`src/rtl/piano_pkg.sv`:
```
// Shared definitions for the piano datapath: note codes, sequencer states and
// the layout of one song ROM entry.
package piano_pkg;

  localparam int NOTE_W  = 4;
  localparam int DUR_W   = 4;
  localparam int ENTRY_W = 8;

  localparam int NOTE_MSB = 7;
  localparam int NOTE_LSB = 4;
  localparam int DUR_MSB  = 3;
  localparam int DUR_LSB  = 0;

  localparam logic [NOTE_W-1:0] NOTE_REST = 4'd0;

  typedef enum logic [2:0] {
    ST_IDLE,
    ST_FETCH,
    ST_LOAD,
    ST_PLAY,
    ST_GAP
  } seq_state_t;

  function automatic logic [NOTE_W-1:0] entry_note(input logic [ENTRY_W-1:0] entry);
    return entry[NOTE_MSB:NOTE_LSB];
  endfunction

  function automatic logic [DUR_W-1:0] entry_dur(input logic [ENTRY_W-1:0] entry);
    return entry[DUR_MSB:DUR_LSB];
  endfunction

endpackage

```
`src/rtl/beat_timer.sv`:
```
// Note-duration timer: a tick prescaler feeding a unit down-counter. `expired`
// is high during the final clock cycle of a loaded duration.
module beat_timer
  import piano_pkg::*;
#(
  parameter int TICK_DIV = 25_000_000
) (
  input  logic             clk,
  input  logic             rst_n,
  input  logic             load,
  input  logic [DUR_W-1:0] dur,
  output logic             expired
);

  localparam int TICK_W = (TICK_DIV > 1) ? $clog2(TICK_DIV) : 1;
  localparam logic [TICK_W-1:0] TICK_LAST = TICK_W'(TICK_DIV - 1);

  logic [TICK_W-1:0] tick;
  logic [DUR_W-1:0]  unit;
  logic              tick_wrap;

  assign tick_wrap = (tick == TICK_LAST);
  assign expired   = (unit == DUR_W'(1)) && tick_wrap;

  // The timer free-runs only while units remain, then parks at zero.
  always_ff @(posedge clk or negedge rst_n) begin
    if (!rst_n) begin
      tick <= '0;
      unit <= '0;
    end else if (load) begin
      tick <= '0;
      unit <= dur;
    end else if (unit != '0) begin
      if (tick_wrap) begin
        tick <= '0;
        unit <= unit - DUR_W'(1);
      end else begin
        tick <= tick + TICK_W'(1);
      end
    end
  end

endmodule

```
`src/rtl/buzzer_sequencer.sv`:
```
// Owns the Buzzer note input: follows the live keyboard when idle, otherwise
// plays a song from a synchronous ROM with timed notes and articulation gaps.
module buzzer_sequencer
  import piano_pkg::*;
#(
  parameter int TICK_DIV   = 25_000_000,
  parameter int GAP_CYCLES = 1_000_000,
  parameter int ADDR_W     = 6
) (
  input  logic               clk,
  input  logic               rst_n,
  input  logic [NOTE_W-1:0]  key_note,
  input  logic               play_start,
  input  logic               play_stop,
  output logic [ADDR_W-1:0]  rom_addr,
  input  logic [ENTRY_W-1:0] rom_data,
  output logic [NOTE_W-1:0]  note_out,
  output logic               busy,
  output logic               song_done
);

  localparam int GAP_W = $clog2(GAP_CYCLES + 1);
  localparam logic [GAP_W-1:0]  GAP_LAST  = GAP_W'(GAP_CYCLES - 1);
  localparam logic [ADDR_W-1:0] ADDR_LAST = '1;

  seq_state_t        state;
  seq_state_t        state_next;
  logic              start_pending;
  logic [GAP_W-1:0]  gap_cnt;
  logic              gap_done;
  logic [ADDR_W-1:0] addr_next;
  logic [NOTE_W-1:0] note_next;
  logic              done_next;
  logic              timer_load;
  logic              timer_expired;
  logic [NOTE_W-1:0] rom_note;
  logic [DUR_W-1:0]  rom_dur;

  assign rom_note = entry_note(rom_data);
  assign rom_dur  = entry_dur(rom_data);
  assign gap_done = (gap_cnt == GAP_LAST);
  assign busy     = (state != ST_IDLE);

  beat_timer #(
    .TICK_DIV (TICK_DIV)
  ) u_beat_timer (
    .clk     (clk),
    .rst_n   (rst_n),
    .load    (timer_load),
    .dur     (rom_dur),
    .expired (timer_expired)
  );

  // play_start is registered, so FETCH begins one edge after the pulse is
  // sampled; a stop in the same cycle cancels it.
  always_ff @(posedge clk or negedge rst_n) begin
    if (!rst_n) begin
      state         <= ST_IDLE;
      start_pending <= 1'b0;
      rom_addr      <= '0;
      note_out      <= NOTE_REST;
      song_done     <= 1'b0;
      gap_cnt       <= '0;
    end else begin
      state         <= state_next;
      start_pending <= (state == ST_IDLE) && play_start && !play_stop;
      rom_addr      <= addr_next;
      note_out      <= note_next;
      song_done     <= done_next;
      gap_cnt       <= (state == ST_GAP) ? gap_cnt + GAP_W'(1) : '0;
    end
  end

  always_comb begin
    state_next = state;
    addr_next  = rom_addr;
    note_next  = NOTE_REST;
    done_next  = 1'b0;
    timer_load = 1'b0;

    unique case (state)
      ST_IDLE: begin
        note_next = key_note;
        if (start_pending) begin
          state_next = ST_FETCH;
          addr_next  = '0;
          note_next  = NOTE_REST;
        end
      end
      ST_FETCH: begin
        state_next = ST_LOAD;
      end
      ST_LOAD: begin
        if (rom_dur == '0) begin
          state_next = ST_IDLE;
          done_next  = 1'b1;
        end else begin
          state_next = ST_PLAY;
          timer_load = 1'b1;
          note_next  = rom_note;
        end
      end
      ST_PLAY: begin
        note_next = note_out;
        if (timer_expired) begin
          state_next = ST_GAP;
          note_next  = NOTE_REST;
        end
      end
      ST_GAP: begin
        if (gap_done) begin
          if (rom_addr == ADDR_LAST) begin
            state_next = ST_IDLE;
            done_next  = 1'b1;
          end else begin
            state_next = ST_FETCH;
            addr_next  = rom_addr + ADDR_W'(1);
          end
        end
      end
      default: begin
        state_next = ST_IDLE;
      end
    endcase

    // An abort silences the output for one cycle before the keyboard takes over.
    if (play_stop && (state != ST_IDLE)) begin
      state_next = ST_IDLE;
      addr_next  = rom_addr;
      note_next  = NOTE_REST;
      done_next  = 1'b0;
      timer_load = 1'b0;
    end
  end

endmodule

```
`config.mk`:
```
export PLATFORM = sky130hd
export DESIGN_NAME = buzzer_sequencer
export DESIGN_NICKNAME = d
export VERILOG_FILES = /design/src/rtl/piano_pkg.sv /design/src/rtl/beat_timer.sv /design/src/rtl/buzzer_sequencer.sv
export SDC_FILE = /design/constraint.sdc
export NUM_CORES = 1
export LEC_CHECK = 0
export ABC_AREA = 1
export ABC_CLOCK_PERIOD_IN_PS = 1700
export BUFFER_PORTS_ARGS = -buffer_cell sky130_fd_sc_hd__buf_2
export CORE_MARGIN = 5
export CORE_UTILIZATION = 40
export DETAILED_ROUTE_END_ITERATION = 6
export SYNTH_ARGS = -nofsm -noshare
export SYNTH_HDL_FRONTEND = slang
export SYNTH_HIERARCHICAL = 1
export SYNTH_SLANG_ARGS = --single-unit
export TNS_END_PERCENT = 5
```
`constraint.sdc`:
```
create_clock -name clk -period 1.7 [get_ports clk]
set_input_delay 0.085 -clock clk [delete_from_list [all_inputs] [get_ports clk]]
set_output_delay 0.085 -clock clk [all_outputs]
set_load 0.01 [all_outputs]
```
==> reports/qor.tcl <==
set qor(outcome) {finished clean}
set qor(whs_path_depth) 5
set qor(number_of_antenna_violations_at_the_first_check_in_global_routing) 0
set qor(crit_fanout) 7
set qor(final-setup-viol-count) 0
set qor(groute.usage.overall_pct) 17.1
set qor(grt_first_pass_wirelength_mm) 16.3
set qor(cp.required_ps) 1920
set qor(max_clock_freq_mhz) 595
set qor(synth_edf_count) 0
set qor(synth_warnings) 6
set qor(min_path_type) {input port to flip-flop}
set qor(final_net_count) 645
set qor(initial_core_utilization_pct) 40.6
set qor(maximum_number_of_pins_on_one_net_before_global_route_repair) 48
set qor(rsz0062_at_grt) {yes}
set qor(synthArstFlopShare_pct) 100
set qor(grt_remaining_overflow) 0
set qor(clk_pin_slew_ps) 80
set qor(timing.final.crit_share_pct) 98.9
set qor(finalWirelength_mm) 9.48
set qor(postSynthRegisterBits) 64
set qor(slew_headroom_pct) 68.5
set qor(routed_via_density) 4.81
set qor(ys_types) 38
set qor(die-width_microns) 109
set qor(tritoncts_sink_count) 64
set qor(antenna-diode-count) 0
set qor(synth.area.top_cells) {dfrtp_1 41%, nand2_1 16%, nor2_1 8.5%}
set qor(critPathArrivalTime_ps) 1900
set qor(fillCellCount) 968
set qor(port_buffers) 27
set qor(final_layout_size_suffix_gt1_share_pct) 23.9
set qor(clk_path_buf_depth) 2
set qor(row_count) 36
set qor(dp_hpwl_mm) 6.95
set qor(die_h_microns) 109
set qor(netlist.top_cell.by_area) {dfrtp_1}
set qor(io-pin-count) 28
set qor(area_of_the_mapped_netlist_sq_um) 3930
set qor(rr_worst_depth) 14
set qor(drtPass1Iterations) 4
set qor(yosysSeqAreaShare_pct) 40.8
set qor(timing_worst_slew_pin_value_ps) 473
set qor(postLayoutSetupSlackWorst_ps) 17.9
set qor(postSynth.topFlopCell) {dfrtp_1}
set qor(post-route-min-period_ps) 1680
set qor(synth_cells) 550
set qor(post_synth.cell_area_avg_sq_um) 7.14
set qor(pwr_density_cell_nw_per_um2) 1090
set qor(post-synth-top-area-fraction_pct) 40.8
set qor(total_power_mw) 5.30
set qor(post-place-ws_ps) -57.4
set qor(clock_tree.htree_level_count) 3
set qor(cp-start-kind) {flip-flop}
set qor(fin_util_pct) 50.3
set qor(cts_root_buf) {clkbuf_8}
set qor(final_max_slew_viol_count) 0
set qor(cts_tree) {done}
set qor(critical_path_class) {flip-flop to flip-flop}
set qor(count_leader_synth) {nand2_1}
set qor(worstSetupEndpointType) {flip-flop}
set qor(synth_top_cells_by_count) {169 x nand2_1, 89 x nor2_1, 64 x dfrtp_1}
set qor(drcViolationCount) 0
set qor(route.antenna.remaining_nets) 0
set qor(fp.dieArea_sq_um) 11900
set qor(max_cap_viol_count) 0
set qor(finalHoldViolations) 0
set qor(cts_buffers) 9
set qor(via_count_of_the_first_global_routing_pass) 3575
set qor(drt-initial-drc-count) 145
set qor(areaGrowthSynthToFinish_pct) 24.1
set qor(total_leakage_power_nw) 2.36
set qor(syn_nets) 572
set qor(place_congestion) 0.852
set qor(route.detailed.wl_per_inst_microns) 12.5
set qor(route.vias.total) 3660
set qor(clock-skew-final_ps) 14.7
set qor(ir_worst_vdd_v) 0.000624
set qor(coreArea_sq_um) 9680
set qor(worstSkewPairLatency_ps) 340
[sequential cells by signal (all words and copies together), names as in the netlist]
| signal | count |
|---|---|
| u_beat_timer/unit | 4 |
| start_pending | 1 |
| gap_cnt | 20 |
| state | 3 |
| note_out | 4 |
| u_beat_timer/tick | 25 |
| rom_addr | 6 |
| song_done | 1 |
[metrics by stage]
step	area (sq um)	std cells	setup TNS, ps	hold slack, ps
after floorplan	3940	550	-281	-211
after detailed placement	4440	735	-171	80.5
final	4880	761	0	33.9
after global routing	4880	761	-1250	41.3
after global placement	4440	735	0	77.8
after CTS	4710	756	0	20.9
[cell type report]
cell class,count,area (sq um),area share [%]
Timing Repair Buffer,68,463,9.49
Clock inverter,4,52.6,1.08
Tap cell,133,166,3.41
Multi-Input combinational cell,416,2190,45.0
Sequential cell,64,1600,32.8
Clock buffer,12,155,3.18
Inverter,64,245,5.03
[layout by cell type, fill, tap and decap left out, drive strengths merged, types with 2 or more instances in the layout]
cell           n
clkinvlp       3
a31oi          2
nand4         11
nand3b         2
or2            2
nand2        182
nor2         106
nor3b          2
o21ai         21
o21a           3
nand3         38
clkbuf        12
dfrtp         64
a21oi         12
dlygate4sd3    3
nor3          12
xor2          10
inv           64
buf           65
ha             6
[power breakdown]
part | switching (mW) | internal, mW
Sequential | 0.184 | 1.74
Combinational | 1.20 | 0.800
Clock | 0.614 | 0.758
Total | 2.00 | 3.29
[worst paths after layout]
kind	start	end	slack, ps
setup / recovery	state[2]$_DFFE_PN0P_	u_beat_timer/tick[14]$_DFFE_PN0P_	20
hold / removal	rom_data[7]	note_out[3]$_DFFE_PN0P_	30
setup reg to reg	state[2]$_DFFE_PN0P_	u_beat_timer/tick[14]$_DFFE_PN0P_	20
hold reg to reg	gap_cnt[0]$_DFF_PN0_	gap_cnt[0]$_DFF_PN0_	480
max in group asynchronous	rst_n	gap_cnt[1]$_DFF_PN0_	860
min in group asynchronous	rst_n	u_beat_timer/tick[20]$_DFFE_PN0P_	230
[layer usage]
layer / vias to the layer above / part of all wire (%) / track usage, %
met5: - / 0 / 0
met4: 0 / 1.3 / 5.68
met3: 10 / 2.8 / 3.49
met2: 58 / 50 / 28.8
met1: 1719 / 46 / 21.9
li1: 1873 / - / -
[worst max-delay path, cell delays in order, from the launching register on]
cell and delay, ps:
dfrtp_1 390, inv_2 70, nand2_2 60, nor2_4 120
nand2_2 80, nor2_4 120, inv_2 50, nand3_4 140
nand2_4 70, inv_4 70, nand2_4 70, nor2_4 110
nand3_1 80, nand2_1 70, nor2_1 50
[kinds of logic (layout without fill, tap and decap cells)]
group	count (synthesis)	after routing	share of synthesized area, %
AND/OR/NAND/NOR	357	357	41.6
AO/OA/AOI/OAI	42	42	5.99
XOR/XNOR	11	11	2.45
buffers and inverters	70	148	7.26
flip-flops	64	64	40.8
adder cells (fa/ha/maj)	6	6	1.91
[what timing repair did]
action                                  CTS  global route
buffers inserted                          2             5
endpoints found under the setup margin   11            31
pin swaps                                 1            14
resized for setup                         4            33
hold endpoints to repair                 18             0
hold buffers                              3             0
(Power assumes the default switching activity.)
